**config.mk**
```make
export PLATFORM = sky130hd
export DESIGN_NAME = i2s_tx
export DESIGN_NICKNAME = d
export VERILOG_FILES = /design/src/rtl/i2s_tx.sv
export SDC_FILE = /design/constraint.sdc
export NUM_CORES = 1
export LEC_CHECK = 0
export CAP_MARGIN = 20
export CORE_MARGIN = 2
export CORE_UTILIZATION = 50
export DETAILED_ROUTE_END_ITERATION = 8
export HOLD_SLACK_MARGIN = 0.1
export PLACE_DENSITY = 0.69
export SLEW_MARGIN = 5
export SYNTH_ARGS = -nofsm -noshare
export SYNTH_HDL_FRONTEND = slang
export SYNTH_SLANG_ARGS = --single-unit
```
**constraint.sdc**
```tcl
create_clock -name clk -period 3 [get_ports clk]
set_input_delay 0.75 -clock clk [delete_from_list [all_inputs] [get_ports clk]]
set_output_delay 0.75 -clock clk [all_outputs]
set_load 0.05 [all_outputs]
```
**src/rtl/i2s_tx.sv**
```systemverilog
// i2s_tx: I2S master transmitter. Derives SCK/WS from clk through a
// programmable prescaler, buffers channel words in a 2^AW-deep FIFO and
// shifts them out MSB-first on sdo in Philips I2S or left-justified format.
// Optional build macro I2S_TX_HOLD_EN: an underflowing enabled slot repeats
// the last word popped for that channel instead of sending zeros.
module i2s_tx #(
    parameter int AW = 4
) (
    input  logic          clk,
    input  logic          rst_n,
    input  logic          en,
    input  logic [7:0]    sck_prescaler,
    input  logic          left_justified,
    input  logic [5:0]    sample_size,
    input  logic [1:0]    channels,
    input  logic          fifo_wr,
    input  logic [31:0]   fifo_wdata,
    input  logic          fifo_flush,
    input  logic [AW:0]   fifo_level_threshold,
    input  logic          underflow_clr,
    output logic          fifo_full,
    output logic          fifo_empty,
    output logic [AW:0]   fifo_level,
    output logic          fifo_level_below,
    output logic          underflow,
    output logic          sck,
    output logic          ws,
    output logic          sdo
);
    localparam int DEPTH = 1 << AW;

    logic [7:0]    prescaler;
    logic [4:0]    bit_ctr;
    logic [31:0]   shifter;
    logic [31:0]   shifter_d;
    logic [31:0]   mem [DEPTH];
    logic [AW-1:0] wr_ptr;
    logic [AW-1:0] rd_ptr;
    logic [31:0]   head;
    logic [5:0]    lshift;
    logic          tick;
    logic          fall_tick;
    logic          ws_after;
    logic          load;
    logic          chan_en;
    logic          pop;
    logic          uf_evt;
    logic          wr_ok;

`ifdef I2S_TX_HOLD_EN
    logic [31:0]   hold_l;
    logic [31:0]   hold_r;
`endif

    // Out-of-range sizes fall back to a full 32-bit word.
    function automatic logic [5:0] eff_size(input logic [5:0] s);
        return (s == 6'd0 || s > 6'd32) ? 6'd32 : s;
    endfunction

    // Frame timing decode: SCK ticks, load point and slot channel selection.
    always_comb begin
        tick      = en && (prescaler == 8'd0);
        fall_tick = tick && sck;
        ws_after  = (fall_tick && bit_ctr == 5'd0) ? ~ws : ws;
        load      = fall_tick && (left_justified ? (bit_ctr == 5'd0) : (bit_ctr == 5'd1));
        chan_en   = ws_after ? channels[0] : channels[1];
        head      = mem[rd_ptr];
        lshift    = 6'd32 - eff_size(sample_size);
        fifo_empty       = (fifo_level == '0);
        fifo_full        = (fifo_level == (AW+1)'(DEPTH));
        fifo_level_below = (fifo_level < fifo_level_threshold);
        // A flush in the load cycle empties the FIFO, so the slot underflows.
        pop    = load && chan_en && !fifo_empty && !fifo_flush;
        uf_evt = load && chan_en && (fifo_empty || fifo_flush);
        wr_ok  = fifo_wr && !fifo_full && !fifo_flush;
    end

    // Next shifter value: load on the slot's load tick, shift on other falling ticks.
    always_comb begin
        shifter_d = shifter;
        if (!en) begin
            shifter_d = '0;
        end else if (load) begin
            shifter_d = '0;
            if (pop) begin
                shifter_d = head << lshift;
            end else if (uf_evt) begin
`ifdef I2S_TX_HOLD_EN
                shifter_d = (ws_after ? hold_r : hold_l) << lshift;
`else
                shifter_d = '0;
`endif
            end
        end else if (fall_tick) begin
            shifter_d = {shifter[30:0], 1'b0};
        end
    end

    // Prescaler, SCK, bit counter, WS, shifter and the registered serial output.
    always_ff @(posedge clk or negedge rst_n) begin
        if (!rst_n) begin
            prescaler <= '0;
            sck       <= 1'b0;
            bit_ctr   <= '0;
            ws        <= 1'b1;
            shifter   <= '0;
            sdo       <= 1'b0;
        end else begin
            shifter <= shifter_d;
            sdo     <= shifter_d[31];
            if (!en) begin
                prescaler <= '0;
                sck       <= 1'b0;
                bit_ctr   <= '0;
                ws        <= 1'b1;
            end else begin
                prescaler <= (prescaler == 8'd0) ? sck_prescaler : prescaler - 8'd1;
                if (tick) sck <= ~sck;
                if (fall_tick) begin
                    bit_ctr <= bit_ctr + 5'd1;
                    ws      <= ws_after;
                end
            end
        end
    end

    // FIFO storage; written only when the write is accepted.
    always_ff @(posedge clk) begin
        if (wr_ok) mem[wr_ptr] <= fifo_wdata;
    end

    // FIFO pointers and level; flush overrides both write and pop.
    always_ff @(posedge clk or negedge rst_n) begin
        if (!rst_n) begin
            wr_ptr     <= '0;
            rd_ptr     <= '0;
            fifo_level <= '0;
        end else if (fifo_flush) begin
            wr_ptr     <= '0;
            rd_ptr     <= '0;
            fifo_level <= '0;
        end else begin
            if (wr_ok) wr_ptr <= wr_ptr + 1'b1;
            if (pop)   rd_ptr <= rd_ptr + 1'b1;
            case ({wr_ok, pop})
                2'b10:   fifo_level <= fifo_level + 1'b1;
                2'b01:   fifo_level <= fifo_level - 1'b1;
                default: fifo_level <= fifo_level;
            endcase
        end
    end

    // Sticky underflow flag; a new underflow beats a same-cycle clear.
    always_ff @(posedge clk or negedge rst_n) begin
        if (!rst_n)             underflow <= 1'b0;
        else if (uf_evt)        underflow <= 1'b1;
        else if (underflow_clr) underflow <= 1'b0;
    end

`ifdef I2S_TX_HOLD_EN
    // Last word popped per channel, replayed when that channel underflows.
    always_ff @(posedge clk or negedge rst_n) begin
        if (!rst_n) begin
            hold_l <= '0;
            hold_r <= '0;
        end else if (pop) begin
            if (ws_after) hold_r <= head;
            else          hold_l <= head;
        end
    end
`endif

endmodule

```
**Yosys cells after proc, flatten, opt, wreduce, memory -nomap -nowiden**

Memory sizes are Yosys's and may differ from the RTL's.
Index checks and enable logic that the tools add are counted.

- Output and inout port bits: 12
- Input bits: 60
- Logic and storage cells: 79
- Bits in registers: 61
- RAM bits: 512
- Memories: 1

Memories:

| name | depth | width | read ports | clocked after Yosys merged registers in | wr ports | line | source |
|---|---|---|---|---|---|---|---|
| mem | 16 | 32 | 1 | 0 | 1 | 36 | `logic [31:0] mem [DEPTH];` |

- Bitwise logic cells: 2
- Add/subtract/negate cells: 7
- Muxes and demuxes: 26
- Shift-type cells: 1
- Reductions and logical operators: 23
- Eq/ne operators: 7
- $lt $le $gt $ge: 2

Operators with widths:

| cell | count |
|---|---|
| 32-bit two-way mux | 4 |
| 32-bit by 6-bit << shifter with 32-bit output | 1 |
| 4-bit two-way mux | 4 |
| 8-bit two-way mux | 2 |
| 5-bit two-way mux | 3 |
| 1-bit two-way mux | 11 |
| 5-bit by 1-bit adder with 5-bit output (second input constant) | 2 |
| 1-bit logical AND | 10 |
| 5-bit logical NOT | 2 |
| 5-bit one-hot mux with 2 select lines | 1 |
| 4-bit by 1-bit adder with 4-bit output (second input constant) | 2 |
| 8-bit logical NOT | 1 |
| 8-bit by 1-bit subtractor with 8-bit output (second input constant) | 1 |
| 6-bit greater-than comparator (second input constant) | 1 |
| 6-bit logical NOT | 1 |
| 6-bit two-way mux | 1 |
| 2-bit nonzero test | 3 |
| 6-bit subtractor (first input constant) | 1 |
| 5-bit by 1-bit == test with 1-bit output (second input constant) | 1 |
| 5-bit == test (second input constant) | 1 |
| 5-bit < comparator | 1 |
| 5-bit by 1-bit subtractor with 5-bit output (second input constant) | 1 |
| 2-bit by 1-bit inequality test with 1-bit output (second input constant) | 2 |
| 1-bit logical NOT | 3 |
| 6 further kinds | 8 |

**Logic depth before layout (Yosys ltp)**

- Depth in word-level cells: 12
- Gate-level depth with buffers: 15
- Depth with buffers taken out: 13

**Worst setup path after synthesis**

OpenSTA, ideal clock, no wires.

- Path type: input-to-reg
- From: input sample_size[0]
- To: register shifter[28]
- Buffers on the path: 5
- Library setup time: 0.127 ns
- Arrival: 3.990 ns
- Path slack: -1.117 ns
- Data required time: 2.873 ns
- Cell stages on the path: 14
- Path through: nor2b_1 clkbuf_1 clkinv_1 clkbuf_1 buf_1 ha_1 xor2_1 clkbuf_1 clkbuf_1 a211oi_1 a2111oi_0 nand4_1 a31oi_1 o21ai_1

- Word-level cells in the longest chain between the ends: 8
- Elaborated cells between the ends (all ways): 9
- Classes of those cells: add/sub: 1; order compare: 1; shift: 1; mux: 4; reduce/logical: 2

RTL lines:

| item | line | source |
|---|---|---|
| start: declaration | 14 | `input logic [5:0] sample_size,` |
| 6-bit greater-than comparator / 6-bit logical NOT (equally long branches) | 57 | `return (s == 6'd0 \|\| s > 6'd32) ? 6'd32 : s;` |
| 1-bit logical OR | 57 |  |
| 6-bit two-way mux (*) | 57 |  |
| 6-bit subtractor (*) | 68 | `lshift = 6'd32 - eff_size(sample_size);` |
| 32-bit by 6-bit << shifter with 32-bit output (*) | 86 | `shifter_d = head << lshift;` |
| 32-bit two-way mux (*) | 85 | `if (pop) begin` |
| 32-bit two-way mux (*) | 83 | `end else if (load) begin` |
| 32-bit two-way mux (*) | 81 | `if (!en) begin` |
| end signal: assignment | 109 | `shifter <= shifter_d;` |
| end: declaration | 34 | `logic [31:0] shifter;` |

Mark *: on every way between the ends. The rest lies on a longest branch, timed or not.
A chain may end at the register's enable or synchronous reset.

**Worst setup path in the final report**

- From: register prescaler[5]
- To: register fifo_level[4]

- Word-level cells in the longest chain between the ends: 12
- Elaborated cells between the ends (all ways): 15
- Classes of those cells: eq/ne: 2; mux: 4; reduce/logical: 9

RTL lines:

| item | line | source |
|---|---|---|
| start: declaration | 32 | `logic [7:0] prescaler;` |
| start signal: assignment | 117 | `prescaler <= (prescaler == 8'd0) ? sck_prescaler : prescaler - 8'd1;` |
| 8-bit logical NOT (*) | 62 | `tick = en && (prescaler == 8'd0);` |
| 1-bit logical AND (*) | 62 |  |
| 1-bit logical AND (*) | 63 | `fall_tick = tick && sck;` |
| 1-bit logical AND | 64 | `ws_after = (fall_tick && bit_ctr == 5'd0) ? ~ws : ws;` |
| 1-bit two-way mux | 64 |  |
| 1-bit two-way mux | 66 | `chan_en = ws_after ? channels[0] : channels[1];` |
| 1-bit logical AND (*) (3 in series) | 73 | `pop = load && chan_en && !fifo_empty && !fifo_flush;` |
| 2-bit by 1-bit == test with 1-bit output / 2-bit == test (equally long branches) | 145 | `case ({wr_ok, pop})` |
| 5-bit one-hot mux with 2 select lines | 145 |  |
| 5-bit two-way mux | 138 | `end else if (fifo_flush) begin` |
| end signal: assignment | 146 | `2'b10: fifo_level <= fifo_level + 1'b1;` |
| end signal: assignment | 147 | `2'b01: fifo_level <= fifo_level - 1'b1;` |
| end signal: assignment | 148 | `default: fifo_level <= fifo_level;` |
| end: declaration | 23 | `output logic [AW:0] fifo_level,` |

Marked as above.

==> qor.csv <==
stage;metric;value;unit
outcome;outcome;finished, violations left;
outcome;violations;setup timing;
power_and_ir_drop;ir_drop;0.509;mV
clock_network;cts-root-buf;clkbuf_16;
clock_network;insertion_delay;640;ps
timing;slew_headroom;42.9;%
critical_path;cpMaxStageDelayCell;or4_4;
placed_design;detailed_place_hpwl;42500;um
route;drc;0;
cells_and_area;stdcell_count;2589;
power_and_ir_drop;p_leak;11.1;nW
worst_hold_path;worstHoldPathType;primary input to async pin;
placed_design;pre_cts_slack;-586;ps
route;vias;15670;
power_and_ir_drop;total_power;18.0;mW
timing;finalWorstSetupSlack;-19.4;ps
die;fp.dieW;228;um
grt;grt_usage;26.8;%
yosys;yosysMostFrequentCell;edfxtp_1;
placed_design;gp_congestion;0.941;
timing;slew_violations;0;
yosys;synth_top_area_cell;edfxtp_1;
cells_and_area;final_nets;1955;
route;wl_per_cell;26.1;um
yosys;synth_area_leaders;edfxtp_1, mux4_2, dfrtp_1;
route;top_layer;met4;
critical_path;cp.buffers_inverters;2;
route;wl;67700;um
critical_path;cpPeakStageDelay;590;ps
route;drt_first_pass_iters;5;
die;rows;81;
route;ant_nets;0;
critical_path;crit_fanout;2;
placed_design;dpl-instance-area;29100;um2
clock_network;clkTransAtPathRegs;60;ps
critical_path;required;3530;ps
critical_path;crit_arrival;3550;ps
timing;finalSetupViolCount;2;
yosys;ys_seq_area_share;67.6;%
placed_design;place_inst;2437;
die;core;49200;um2
yosys;syn_area;25000;um2
timing;fin_crit_sh;101;%
grt;grt_pass1_wl;101000;um
cells_and_area;n_fill_cell;3382;
critical_path;end_kind;flip-flop;
die;pin_count;72;
timing;finalClockSkew;42.6;ps
grt;grt_max_degree;39;
cells_and_area;drive_gt1_share;38.3;%
timing;rsz0062_at_grt;true;
grt;grt_pass1_vias;16036;
critical_path;cp_top_family;simple AND/OR/NAND/NOR gates;
cells_and_area;area_growth;28.8;%
timing;setup_tns;-24.5;ps
critical_path;cp_cell_sequence;or4_4 -> nor4_4 -> buf_4 -> a21oi_2 -> o21ai_2 -> buf_6 -> xnor2_2 -> ha_2 -> a2111oi_4 -> a211oi_2 -> or3_1 -> a21oi_1;
clock_network;htree_num_levels;2;
yosys;syn_nets;1588;
clock_network;cts_buffers;59;
critical_path;critPathLaunchType;flip-flop;
timing;holdWs;138;ps
yosys;synthTopCellsByCount;edfxtp_1, mux4_2, mux2i_1;
timing;finalHoldViolCount;0;
route;dr_wl_met2;33500;um
yosys;synth_edf_count;512;
grt;antenna_found_initial;0;
power_and_ir_drop;power-per-cell-area;559;nW/um2
clock_network;cts_max_path_buffers;3;
yosys;synth.distinct_cells;78;
yosys;yosys_warnings;0;
timing;fmax;0.331;GHz
yosys;synth_seq_cells;573;
yosys;synthCells;1511;
cells_and_area;utilization;65.5;%
die;start_util;50.9;%
route;drt_iter0_markers;1406;
yosys;async_flop_share;10.6;%
die;die-area;51800;um2
placed_design;port_buffers;71;
job;maxCapViolCount;0;
yosys;avgSynthCellArea;16.5;um2
timing;worst_slew_pin_slew;855;ps
critical_path;timing_worst_setup_path_type;flip-flop to flip-flop;
clock_network;cts.sinks;573;
cells_and_area;design_area;32200;um2
timing;min_period;3020;ps
yosys;synth_ff_type;edfxtp_1;
route;wl_met3;4130;um
route;met1Wirelength;28200;um
clock_network;cts_tree;yes;
route;viasPerCell;6.05;
yosys;yosysTopAreaCellShare;61.5;%
grt;overflow;0;
die;die_h;228;um
[cell usage in the layout (no fill, tap or decap), types with 10 or more instances in the layout]
cell type / Yosys / routed
edfxtp_1: 512 / 512
buf_4: 11 / 256
mux4_2: 119 / 119
nand2_1: 84 / 81
mux2i_1: 91 / 74
clkdlybuf4s50_1: 0 / 63
nor2_1: 90 / 60
clkbuf_16: 0 / 59
dfrtp_1: 60 / 53
buf_12: 0 / 50
a22oi_1: 29 / 25
a21oi_1: 34 / 19
o21ai_0: 31 / 18
nor3_1: 23 / 18
xnor2_1: 19 / 17
nor2_4: 0 / 17
nand3_1: 20 / 17
mux2_2: 26 / 17
a21oi_2: 0 / 14
clkinv_1: 3 / 14
o211ai_1: 14 / 14
buf_6: 7 / 14
inv_1: 16 / 13
nor2_2: 0 / 13
o21ai_1: 3 / 13
clkinv_2: 0 / 13
ha_1: 17 / 12
mux2i_2: 0 / 11
and2_1: 13 / 10
nand4_1: 10 / 10
a22o_1: 10 / 10
[layout make-up]
| class | count | area [um2] | area share [%] |
|---|---|---|---|
| Sequential cell | 573 | 16900 | 52.5 |
| Multi-Input combinational cell | 829 | 8620 | 26.8 |
| Timing Repair Buffer | 394 | 3900 | 12.1 |
| Clock buffer | 66 | 1500 | 4.67 |
| Tap cell | 664 | 831 | 2.58 |
| Clock inverter | 41 | 344 | 1.07 |
| Inverter | 21 | 87.6 | 0.272 |
| Antenna cell | 1 | 2.50 | 0.00777 |
[repair_timing]
| action | CTS | global route |
|---|---|---|
| resized for setup | 61 | 124 |
| gates cloned | 3 | 0 |
| endpoints found under the setup margin | 18 | 34 |
| hold endpoints to repair | 0 | 0 |
| buffers inserted | 21 | 21 |
| hold buffers | 0 | 0 |
| pin swaps | 17 | 41 |
[power breakdown]
part           switching [mW]  internal (mW)
combinational            1.15           1.03
clock                    3.06           3.88
sequential             0.0549           8.81
total                    4.27           13.7
[final timing paths]
kind	start	to	slack (ps)	cells after the start
worst max-delay path	prescaler[5]	fifo_level[4]	-20	12
worst min-delay path	rst_n	shifter[30]	140	1
worst max register to register	prescaler[5]	fifo_level[4]	-20	12
worst min register to register	shifter[1]	shifter[1]	490	2
max in group asynchronous	rst_n	ws	2150	2
min in group clk	shifter[1]	shifter[1]	490	2
[state kept, by name, indices dropped and copies added (netlist names)]
name,flops
bit_ctr,5
fifo_level,5
mem,512
prescaler,8
rd_ptr,4
sck,1
shifter,32
underflow,1
wr_ptr,4
ws,1
[kinds of logic after synthesis]
kind of cell | count (synthesis) | share of synthesized area [%]
compound gates | 242 | 7.00
buf+inv | 109 | 2.09
fa+ha+maj | 17 | 0.851
xor+xnor | 24 | 0.841
simple gates | 310 | 6.05
mux | 236 | 15.5
flops | 573 | 67.6
[per-layer routing]
| metal | vias to the layer above | global-route usage (%) |
|---|---|---|
| li1 | 6838 | - |
| met1 | 8084 | 36.5 |
| met2 | 635 | 44.7 |
| met3 | 113 | 3.92 |
| met4 | 0 | 8.83 |
| met5 | - | 0 |
Power figures use the tool's default switching activity.
